## src/rtl/uart_pkg.sv

```systemverilog
// Shared UART definitions: transmitter state encoding and default frame/divisor widths.
// Kept separate so the receiver can reuse the same constants.
package uart_pkg;

    localparam int UART_DATA_WIDTH = 8;
    localparam int UART_DIV_WIDTH  = 16;

    typedef enum logic [2:0] {
        TX_IDLE   = 3'd0,
        TX_START  = 3'd1,
        TX_DATA   = 3'd2,
        TX_PARITY = 3'd3,
        TX_STOP   = 3'd4
    } tx_state_e;

endpackage

```

## src/rtl/uart_baud_cnt.sv

```systemverilog
// Reloadable bit-period down-counter; bit_end_o is high on the last clock of each bit.
// The owner reloads it with (clocks per bit - 1) on every bit start.
module uart_baud_cnt #(
    parameter int W = 16
) (
    input  logic         clk,
    input  logic         rst,
    input  logic         load_i,
    input  logic [W-1:0] load_val_i,
    output logic         bit_end_o
);

    logic [W-1:0] cnt_q, cnt_d;

    always_comb begin
        cnt_d = cnt_q;
        if (load_i)
            cnt_d = load_val_i;
        else if (cnt_q != '0)
            cnt_d = cnt_q - 1'b1;
    end

    always_ff @(posedge clk) begin
        if (rst)
            cnt_q <= '0;
        else
            cnt_q <= cnt_d;
    end

    assign bit_end_o = (cnt_q == '0);

endmodule

```

## src/rtl/uart_tx.sv

```systemverilog
// UART transmitter fed from a first-word-fall-through FIFO: start, LSB-first data,
// optional parity, one or two stop bits. Frame configuration is latched at pop time.
module uart_tx
    import uart_pkg::*;
#(
    parameter int DATA_WIDTH = UART_DATA_WIDTH,
    parameter int DIV_WIDTH  = UART_DIV_WIDTH
) (
    input  logic                  clk,
    input  logic                  rst,
    input  logic [DIV_WIDTH-1:0]  baud_div,
    input  logic                  parity_en,
    input  logic                  parity_odd,
    input  logic                  stop2,
    input  logic                  fifo_empty,
    input  logic [DATA_WIDTH-1:0] fifo_dout,
    output logic                  fifo_rd_en,
    output logic                  txd,
    output logic                  busy,
    output logic                  tx_done
);

    localparam int IDX_W = $clog2(DATA_WIDTH) + 1;

    // A divisor of zero behaves like one clock per bit.
    function automatic logic [DIV_WIDTH-1:0] div_m1(input logic [DIV_WIDTH-1:0] d);
        return (d == '0) ? '0 : d - 1'b1;
    endfunction

    tx_state_e             state_q;
    logic [DATA_WIDTH-1:0] shift_q;
    logic [IDX_W-1:0]      idx_q;
    logic [DIV_WIDTH-1:0]  div_m1_q;
    logic                  par_en_q;
    logic                  par_bit_q;
    logic                  stop2_q;
    logic                  stop_idx_q;

    logic                  bit_end;
    logic                  cnt_load;
    logic [DIV_WIDTH-1:0]  cnt_load_val;

    assign fifo_rd_en   = !rst && (state_q == TX_IDLE) && !fifo_empty;
    assign busy         = !rst && ((state_q != TX_IDLE) || fifo_rd_en);
    assign tx_done      = !rst && (state_q == TX_STOP) && bit_end && (stop_idx_q == stop2_q);

    // The pop cycle loads straight from the input since the latched copy is not valid yet.
    assign cnt_load     = fifo_rd_en || ((state_q != TX_IDLE) && bit_end);
    assign cnt_load_val = fifo_rd_en ? div_m1(baud_div) : div_m1_q;

    uart_baud_cnt #(
        .W(DIV_WIDTH)
    ) u_baud_cnt (
        .clk        (clk),
        .rst        (rst),
        .load_i     (cnt_load),
        .load_val_i (cnt_load_val),
        .bit_end_o  (bit_end)
    );

    always_comb begin
        txd = 1'b1;
        case (state_q)
            TX_START:  txd = 1'b0;
            TX_DATA:   txd = shift_q[0];
            TX_PARITY: txd = par_bit_q;
            default:   txd = 1'b1;
        endcase
    end

    always_ff @(posedge clk) begin
        if (rst) begin
            state_q    <= TX_IDLE;
            shift_q    <= '0;
            idx_q      <= '0;
            div_m1_q   <= '0;
            par_en_q   <= 1'b0;
            par_bit_q  <= 1'b0;
            stop2_q    <= 1'b0;
            stop_idx_q <= 1'b0;
        end else begin
            case (state_q)
                TX_IDLE: begin
                    if (fifo_rd_en) begin
                        shift_q    <= fifo_dout;
                        idx_q      <= '0;
                        div_m1_q   <= div_m1(baud_div);
                        par_en_q   <= parity_en;
                        par_bit_q  <= (^fifo_dout) ^ parity_odd;
                        stop2_q    <= stop2;
                        stop_idx_q <= 1'b0;
                        state_q    <= TX_START;
                    end
                end
                TX_START: begin
                    if (bit_end)
                        state_q <= TX_DATA;
                end
                TX_DATA: begin
                    if (bit_end) begin
                        shift_q <= shift_q >> 1;
                        idx_q   <= idx_q + 1'b1;
                        if (idx_q == IDX_W'(DATA_WIDTH - 1))
                            state_q <= par_en_q ? TX_PARITY : TX_STOP;
                    end
                end
                TX_PARITY: begin
                    if (bit_end)
                        state_q <= TX_STOP;
                end
                TX_STOP: begin
                    if (bit_end) begin
                        if (stop_idx_q == stop2_q)
                            state_q <= TX_IDLE;
                        else
                            stop_idx_q <= 1'b1;
                    end
                end
                default: state_q <= TX_IDLE;
            endcase
        end
    end

endmodule

```

## config.mk

```make
export PLATFORM = sky130hd
export DESIGN_NAME = uart_tx
export DESIGN_NICKNAME = d
export VERILOG_FILES = /design/src/rtl/uart_pkg.sv /design/src/rtl/uart_baud_cnt.sv /design/src/rtl/uart_tx.sv
export SDC_FILE = /design/constraint.sdc
export NUM_CORES = 1
export LEC_CHECK = 0
export CAP_MARGIN = 40
export CORE_MARGIN = 5
export CORE_UTILIZATION = 37
export CTS_CLUSTER_DIAMETER = 200
export DETAILED_ROUTE_END_ITERATION = 6
export GPL_TIMING_DRIVEN = 0
export PLACE_DENSITY_LB_ADDON = 0.1
export SYNTH_ARGS = -nofsm -noshare
export SYNTH_HDL_FRONTEND = slang
export SYNTH_HIERARCHICAL = 1
export SYNTH_SLANG_ARGS = --single-unit
export TNS_END_PERCENT = 10
```

## constraint.sdc

```tcl
create_clock -name clk -period 7.3 [get_ports clk]
set_input_delay 1.095 -clock clk [delete_from_list [all_inputs] [get_ports clk]]
set_output_delay 1.095 -clock clk [all_outputs]
set_load 0.03 [all_outputs]
```

==> results_dict.tcl, run 1 <==
set metrics [dict create \
    synth_simple_gate_area_share 0.296 \
    peakVddDrop_uv 137 \
    gr-usage-all-layers 0.159 \
    setup_violations 0 \
    firstDrtPassIters 4 \
    crit_fanout 10 \
    critPathArrivalTime_ns 3.86 \
    use_met1 0.233 \
    routed_wl_mm 7.66 \
    antenna_left 0 \
    max_freq_mhz 202 \
    synth-edff-count 0 \
    fin_crit_sh 0.679 \
    grt_pass1_wl_mm 12.7 \
    finalHoldViolCount 0 \
    num_vias 2714 \
    busiest_layer "met1" \
    cts-htree-levels 2 \
    regToRegEndpoint "u_baud_cnt/cnt_q[13]" \
    rsz0062_at_grt "false" \
    synth_top_area_frac 0.347 \
    grt_pass1_vias 2540 \
    core_area_mm2 0.00773 \
    relSlewSlack 0.480 \
    startpoint_type "flip-flop" \
    ys_ff_latch 51 \
    final_area_mm2 0.00357 \
    regToRegSetupSlack_ns 3.07 \
    nNetsFinal 443 \
    drtIter0Drc 80 \
    worstHoldPathCells 1 \
    yosys-top-cells-count "dfxtp_1 (51), nand2_1 (46), nor2_1 (41), a21oi_1 (23), nor3_1 (22)" \
    synthesis.area_mm2 0.00295 \
    power_per_cell_area_mw_per_mm2 293 \
    grtUsageMet3 0.0295 \
    max-cap-violations 0 \
    grt_max_degree 16 \
    cts-root-buf "clkbuf_8" \
    fin_cells 513 \
    fp.dieH_um 99.2 \
    dieWidth_um 99.2 \
    cts_tree "yes" \
    holdPathEnd "div_m1_q[7]" \
    cts_hold_buf 0 \
    seq_area_frac_synth 0.347 \
    io_buffers 33 \
    yosys.area_share.adder 0.0127 \
    drv_slew 0 \
    total_power_mw 1.05 \
    wl_per_cell_um 14.9 \
    required_ns 6.20 \
    avgSynthCellArea_um2 8.03 \
    synth_top_cell_by_area "dfxtp_1" \
    met2_usage 0.232 \
    ys.flop_type "dfxtp_1" \
    synth.area.top_cells "dfxtp_1 (35%), nand2_1 (5.9%), xnor2_1 (5.6%)" \
    cts_resized 0 \
    postSynthNetCount 400 \
    synth.distinct_cells 62 \
    finalSetupTns_ns 0 \
    finalClockSkew_ns 0.00861 \
    synth_top_family_by_area "simple AND/OR/NAND/NOR gates" \
    synthMuxAreaShare 0.0374 \
    yosysWarnings 6 \
    post_cts_buffers 0 \
    cp-end-kind "output pin" \
    hold_path.startpoint "div_m1_q[7]" \
    start_util 0.381 \
    worst-setup-path-type "flip-flop to output pin" \
    p_leak_nw 1.24 \
    worstRegToRegCells 13 \
    syn2layout_area_growth_pct 21.1 \
    hpwl_mm 5.76 \
    cts.reportedPaths.clkPinSlew_ns 0.10 \
    synth-xor-area-share 0.0803 \
    cts_sinks 51 \
    gp_congestion 0.854 \
    layout_min_cycle_time_ns 4.96 \
    clk_latency_ns 0.31 \
    status "finished clean" \
    clockBufferDepth 2 \
    via_per_inst 5.29 \
    synth_compound_area_frac 0.191 \
    grt_antenna_before_repair 0 \
    drc 0 \
    placed_cells 505 \
    die-area_mm2 0.00984 \
    numCtsBuffers 5 \
    antennaDiodeCount 0 \
    min_path_type "flip-flop to flip-flop" \
    worstMarginPinSlew_ns 0.771 \
    post-synth-top-count-cell "dfxtp_1" \
    grt_overflow 0 \
    placed_area_mm2 0.00343 \
    async_flop_share 0 \
    io_pins 34 \
    synthCells 367 \
    rows 32 \
    drive_gt1_frac 0.0681 \
    reg2reg_from "u_baud_cnt/cnt_q[0]" \
]
cell usage in the layout, fill, tap and decap left out, types with 3 or more instances in the layout:
cell type	count
dfxtp_1	51
nand2_1	46
nor2_1	41
clkdlybuf4s50_1	33
a21oi_1	23
nor3_1	22
xnor2_1	19
clkbuf_1	16
o21ai_1	11
mux2i_1	11
a211oi_1	10
o21ai_0	10
xor2_1	8
nand3_1	6
nor2b_1	6
inv_1	6
nor4_1	5
o31ai_1	5
a21o_1	5
clkbuf_8	5
or4_4	4
or3_1	4
a2bb2oi_1	4
nand3b_1	3
nand4_1	3
ha_1	3
worst max-delay path, stage by stage (launching register included):
cell,delay [ns]
dfxtp_1,0.35
inv_1,0.08
ha_1,0.20
or3b_2,0.54
or4_4,0.59
nor2_1,0.33
clkbuf_1,0.38
nand2_1,0.09
nor4b_1,0.26
clkdlybuf4s50_1,0.73
worst max path at each step:
stage / startpoint / end / slack (ns) / cells past startpoint
6_report: u_baud_cnt/cnt_q[0] / tx_done / 2.34 / 9
5_1_grt: u_baud_cnt/cnt_q[0] / tx_done / 2.08 / 9
4_1_cts: u_baud_cnt/cnt_q[0] / tx_done / 2.31 / 9
3_5_place_dp: rst / fifo_rd_en / 2.58 / 5
3_3_place_gp: rst / fifo_rd_en / 2.55 / 5
2_1_floorplan: u_baud_cnt/cnt_q[0] / tx_done / 3.02 / 8
sequential cells by signal (all words and copies together), names as in the netlist:
register          count
div_m1_q             16
u_baud_cnt/cnt_q     16
shift_q               8
idx_q                 4
state_q               3
par_bit_q             1
par_en_q              1
stop2_q               1
stop_idx_q            1
metrics by stage:
step | hold slack, ns | util | worst slack (ns)
after global placement | 0.435 | 0.440 | 2.55
after global routing | 0.480 | 0.461 | 2.08
final | 0.462 | 0.461 | 2.34
after CTS | 0.463 | 0.461 | 2.31
after detailed placement | 0.441 | 0.444 | 2.58
after floorplan | 0.427 | - | 3.02
cell families (layout without fill, tap and decap cells):
logic type / after synthesis / count (layout)
flip-flops: 51 / 51
AND/OR/NAND/NOR: 164 / 164
AO/OA/AOI/OAI: 85 / 85
XOR/XNOR: 27 / 27
multiplexers: 11 / 11
buffers and inverters: 26 / 70
adder cells (fa/ha/maj): 3 / 3
power by group:
group / internal, mW / leakage, nW / switching (mW)
Clock: 0.137 / 0.0654 / 0.0968
Sequential: 0.325 / 0.418 / 0.0426
Combinational: 0.198 / 0.760 / 0.246
Total: 0.660 / 1.24 / 0.386
area by class of cell:
| type | instances | area, um^2 |
|---|---|---|
| well taps | 102 | 128 |
| inverters | 7 | 26.3 |
| clock buffers | 6 | 72.6 |
| multi-input cells | 290 | 1820 |
| flip-flops and latches | 51 | 1020 |
| repair buffers | 36 | 360 |
| plain buffers | 19 | 81.3 |
| clock inverters | 2 | 60.1 |
| fillers | 776 | 4160 |
metal layers:
metal,share of wire,wire [um],vias up
met4,0.013,98,0
li1,-,-,1408
met5,0,0,-
met2,0.44,3390,46
met3,0.034,261,9
met1,0.51,3910,1251
(Power assumes the default switching activity.)
==> run 2, diff against run 1 <==
==> constraint.sdc (replaced) <==
create_clock -name clk -period 4.05 [get_ports clk]
set_input_delay 0.6075 -clock clk [delete_from_list [all_inputs] [get_ports clk]]
set_output_delay 0.6075 -clock clk [all_outputs]
set_load 0.03 [all_outputs]
==> run 2 against run 1 <==
Via count hardly changed. Die area stayed put. Non-clock buffer count stayed put. Flip-flop and latch count stayed put. Count of clock-buffer cells in the layout stayed put. Global-route usage stayed put. Core utilization hardly changed. Largest power group unchanged. Critical endpoint is now fifo_rd_en. Routed wire length hardly changed.
==> results_dict.tcl, run 2 (synthesized netlist as in run 1, its figures left out) <==
set metrics [dict create \
    fin_crit_sh 0.935 \
    grt_max_degree 16 \
    rows 32 \
    antennaDiodeCount 0 \
    max-cap-violations 0 \
    io_pins 34 \
    crit_fanout 10 \
    firstDrtPassIters 4 \
    worstMarginPinSlew_ns 0.771 \
    setup_violations 0 \
    p_leak_nw 1.25 \
    syn2layout_area_growth_pct 21.2 \
    endpoint "fifo_rd_en" \
    mostFrequentLayoutCells "dfxtp_1 (51), nand2_1 (46), nor2_1 (40)" \
    status "finished clean" \
    required_ns 3.44 \
    reg2reg_from "u_baud_cnt/cnt_q[0]" \
    cts-htree-levels 2 \
    dieWidth_um 99.2 \
    worstRegToRegCells 13 \
    pwr-share-comb 0.428 \
    seq_power_share 0.350 \
    wl_per_cell_um 14.9 \
    startpoint_type "input port" \
    drv_slew 0 \
    post_cts_buffers 0 \
    finalSetupTns_ns 0 \
    rsz0062_at_grt "false" \
    core_area_mm2 0.00773 \
    layout_commonest_cell "dfxtp_1" \
    power_per_cell_area_mw_per_mm2 530 \
    reg_top3 "div_m1_q: 16 flops, u_baud_cnt/cnt_q: 16 flops, shift_q: 8 flops" \
    cp-startpoint "rst" \
    fin_cells 513 \
    cts_tree "yes" \
    gp_congestion 0.854 \
    clk_latency_ns 0.31 \
    final_area_mm2 0.00357 \
    relSlewSlack 0.481 \
    finalHoldViolCount 0 \
    hold_path.startpoint "div_m1_q[7]" \
    cts.reportedPaths.clkPinSlew_ns 0.09 \
    drive_gt1_frac 0.0803 \
    worst-setup-path-type "input port to output pin" \
    clockBufferDepth 2 \
    start_util 0.381 \
    fin_util 0.462 \
    regToRegEndpoint "u_baud_cnt/cnt_q[13]" \
    hpwl_mm 5.76 \
    critPathArrivalTime_ns 3.18 \
    routed_wl_mm 7.66 \
    power.share.clock 0.222 \
    cell_internal_pwr_mw 1.19 \
    peakVddDrop_uv 247 \
    regToRegSetupSlack_ns 0.33 \
    p_switching_mw 0.699 \
    swShare 0.370 \
    finalClockSkew_ns 0.00901 \
    io_buffers 33 \
    grt_antenna_before_repair 0 \
    n_fill_cell 779 \
    via_per_inst 5.29 \
    num_vias 2716 \
    numCtsBuffers 5 \
    placed_area_mm2 0.00343 \
    die-area_mm2 0.00984 \
    drtIter0Drc 98 \
    min_path_type "flip-flop to flip-flop" \
    grt_overflow 0 \
    layout_min_cycle_time_ns 3.78 \
    placed_cells 505 \
    dp_slack_ns -0.111 \
    fp.dieH_um 99.2 \
    antenna_left 0 \
    setup_ws_ns 0.265 \
    cts-root-buf "clkbuf_8" \
    max_freq_mhz 264 \
    grt_pass1_vias 2535 \
    gr-usage-all-layers 0.159 \
    cp-end-kind "output pin" \
    cts_sinks 51 \
    drc 0 \
    grt_pass1_wl_mm 12.7 \
    nNetsFinal 443 \
]
[run 2: cell types whose count changed in the layout (fill, tap and decap cells not counted), sizes merged]
cell,previous run,this run
clkbuf,21,22
clkdlybuf4s50,33,32
[run 2: through the flow]
step	total power [mW]	hold WS [ns]
finish	1.89	0.462
global route	2.03	0.480
floorplan	1.25	0.427
global placement	1.44	0.435
CTS	1.91	0.463
detailed placement	1.47	0.441
[run 2: worst min path at each step]
stage / slack, ns / endpoint / cells after the start
floorplan: 0.43 / div_m1_q[7] / 1
global placement: 0.43 / div_m1_q[7] / 1
detailed placement: 0.44 / div_m1_q[7] / 1
CTS: 0.46 / div_m1_q[7] / 1
global route: 0.48 / div_m1_q[7] / 1
finish: 0.46 / div_m1_q[7] / 1
[run 2: cell type report]
type	count	area (um^2)	area share
well taps	102	128	0.0358
inverters	7	26.3	0.00736
repair buffers	36	355	0.0996
flip-flops and latches	51	1020	0.286
clock buffers	6	72.6	0.0203
clock inverters	2	60.1	0.0168
plain buffers	19	83.8	0.0235
multi-input cells	290	1820	0.511
[run 2: repair_timing]
| item | CTS | global route |
|---|---|---|
| resized for setup | 3 | 6 |
| hold buffers | 0 | 0 |
| cloned | 0 | 0 |
| setup endpoints to repair | 3 | 3 |
[run 2: critical path, stage by stage]
cell	delay [ns]
clkdlybuf4s50_1	0.53
or4_1	0.61
inv_2	0.20
clkbuf_1	0.45
clkdlybuf4s50_1	0.78
[run 2: routing by layer]
metal  up-vias  share of wire  track usage
met5         -              0            0
met4         0          0.013       0.0504
met3         9          0.031       0.0295
met2        50           0.44        0.232
met1      1243           0.52        0.233
li1       1414              -            -
[run 2: power by group through the flow]
| stage | sequential [mW] | combinational [mW] | clock (mW) |
|---|---|---|---|
| after floorplan | 0.653 | 0.598 | 0 |
| after global placement | 0.671 | 0.770 | 0 |
| after detailed placement | 0.673 | 0.796 | 0 |
| after CTS | 0.661 | 0.808 | 0.437 |
| after global routing | 0.675 | 0.900 | 0.456 |
| final | 0.662 | 0.809 | 0.421 |
==> run 3, diff against run 2 <==
--- a/config.mk
+++ b/config.mk
@@ -10,7 +10,6 @@
 export CORE_UTILIZATION = 37
 export CTS_CLUSTER_DIAMETER = 200
 export DETAILED_ROUTE_END_ITERATION = 6
-export GPL_TIMING_DRIVEN = 0
 export PLACE_DENSITY_LB_ADDON = 0.1
 export SYNTH_ARGS = -nofsm -noshare
 export SYNTH_HDL_FRONTEND = slang
==> run 3 against run 2 <==
Sequential share of layout area increased by 0.74 points. Fmax increased by 4.3%. Critical path depth increased by 3. Sequential power about the same. Largest power group unchanged. Hold slack improved by 0.0014 ns. Global-route usage decreased by 0.46 points. Die area unchanged. Clock power decreased by 30%. Critical endpoint is now tx_done. Non-clock buffer count decreased by 13.
==> results_dict.tcl, run 3 (synthesized netlist as in run 1, its figures left out) <==
set metrics [dict create \
    status "finished clean" \
    via_per_inst 5.33 \
    grt_max_degree 49 \
    reg_top3 "div_m1_q: 16 flops, u_baud_cnt/cnt_q: 16 flops, shift_q: 8 flops" \
    routed_wl_mm 7.31 \
    finalClockSkew_ns 0.00367 \
    worst-setup-path-type "flip-flop to output pin" \
    rows 32 \
    finalSetupTns_ns 0 \
    core_area_mm2 0.00773 \
    hpwl_mm 5.41 \
    relSlewSlack 0.513 \
    syn2layout_area_growth_pct 18.1 \
    cts.reportedPaths.clkPinSlew_ns 0.10 \
    total_power_mw 1.74 \
    peakVddDrop_uv 154 \
    wl_per_cell_um 14.6 \
    cts_sinks 51 \
    post_cts_buffers 0 \
    dieWidth_um 99.2 \
    rsz0062_at_grt "false" \
    fin_crit_sh 0.896 \
    startpoint_type "flip-flop" \
    layout_min_cycle_time_ns 3.63 \
    grt_overflow 0 \
    setup_ws_ns 0.422 \
    numCtsBuffers 5 \
    antennaDiodeCount 0 \
    n_fill_cell 773 \
    cts-htree-levels 2 \
    grt_pass1_vias 2515 \
    drtIter0Drc 140 \
    grt_pass1_wl_mm 12.5 \
    dp_slack_ns 0.384 \
    cts-root-buf "clkbuf_8" \
    setup_violations 0 \
    clockBufferDepth 2 \
    finalHoldViolCount 0 \
    fp.dieH_um 99.2 \
    mostFrequentLayoutCells "dfxtp_1 (51), nand2_1 (46), nor2_1 (41)" \
    cp-end-kind "output pin" \
    min_path_type "flip-flop to flip-flop" \
    power_per_cell_area_mw_per_mm2 501 \
    placed_area_mm2 0.00339 \
    cts_hold_buf 0 \
    gp_congestion 0.814 \
    cts_tree "yes" \
    critPathArrivalTime_ns 3.02 \
    nNetsFinal 430 \
    drive_gt1_frac 0.0804 \
    seqCellArea_mm2 0.00102 \
    final_area_mm2 0.00348 \
    worstMarginPinSlew_ns 0.731 \
    num_vias 2664 \
    p_leak_nw 1.24 \
    multi_input_area_mm2 0.00182 \
    max_freq_mhz 276 \
    antenna_left 0 \
    io_buffers 33 \
    die-area_mm2 0.00984 \
    whs_ns 0.463 \
    clk_latency_ns 0.30 \
    drc 0 \
    io_pins 34 \
    max-cap-violations 0 \
    firstDrtPassIters 4 \
    drv_slew 0 \
    grt_antenna_before_repair 0 \
    gr-usage-all-layers 0.154 \
    layout_commonest_cell "dfxtp_1" \
    required_ns 3.44 \
    crit_fanout 5 \
    start_util 0.381 \
]
==> run 3: area by class of cell <==
cell class              instances  share of cell area
clock inverters                 2             0.00360
multi-input cells             290               0.522
well taps                     102              0.0367
flip-flops and latches         51               0.294
inverters                       7             0.00755
clock buffers                   6              0.0209
repair buffers                 42               0.115
==> run 3: path summary, 6_finish.rpt <==
path                                     startpoint           end  slack, ns  cells after the start
worst max-delay path            u_baud_cnt/cnt_q[0]       tx_done       0.42                      8
worst min-delay path                   div_m1_q[10]  div_m1_q[10]       0.46                      2
worst max register to register  u_baud_cnt/cnt_q[0]      idx_q[3]       0.54                     12
worst min register to register         div_m1_q[10]  div_m1_q[10]       0.46                      2
==> run 3: timing repair <==
action | 4_1_cts | 5_1_grt
resized for setup | 0 | 1
setup endpoints to repair | 0 | 1
endpoints found under the hold margin | 0 | 0
==> run 3: worst max-delay path: stages (launching register included) <==
cell and delay [ns]:
dfxtp_1 0.34, inv_1 0.08, ha_1 0.19, or3b_2 0.53, or4_4 0.59, nor2_1 0.19
nand2_1 0.07, nor4b_1 0.37, dlymetal6s2s_1 0.35
==> run 3: per-layer routing <==
layer | share of wire | GRT usage | routed length (um)
met1 | 0.52 | 0.231 | 3780
met2 | 0.44 | 0.230 | 3200
met3 | 0.036 | 0.0252 | 262
met4 | 0.0083 | 0.0347 | 61
met5 | 0 | 0 | 0
==> run 3: metrics by stage <==
step           cells  utilization
2_1_floorplan    367            -
4_1_cts          500        0.450
3_3_place_gp     490        0.436
5_1_grt          500        0.450
6_report         500        0.450
3_5_place_dp     492        0.439
==> run 3: report_power, final <==
group          total (mW)  internal [mW]  leakage (nW)  switching [mW]
sequential          0.662          0.585         0.418          0.0770
clock               0.296          0.121        0.0412           0.175
combinational       0.785          0.348         0.780           0.437
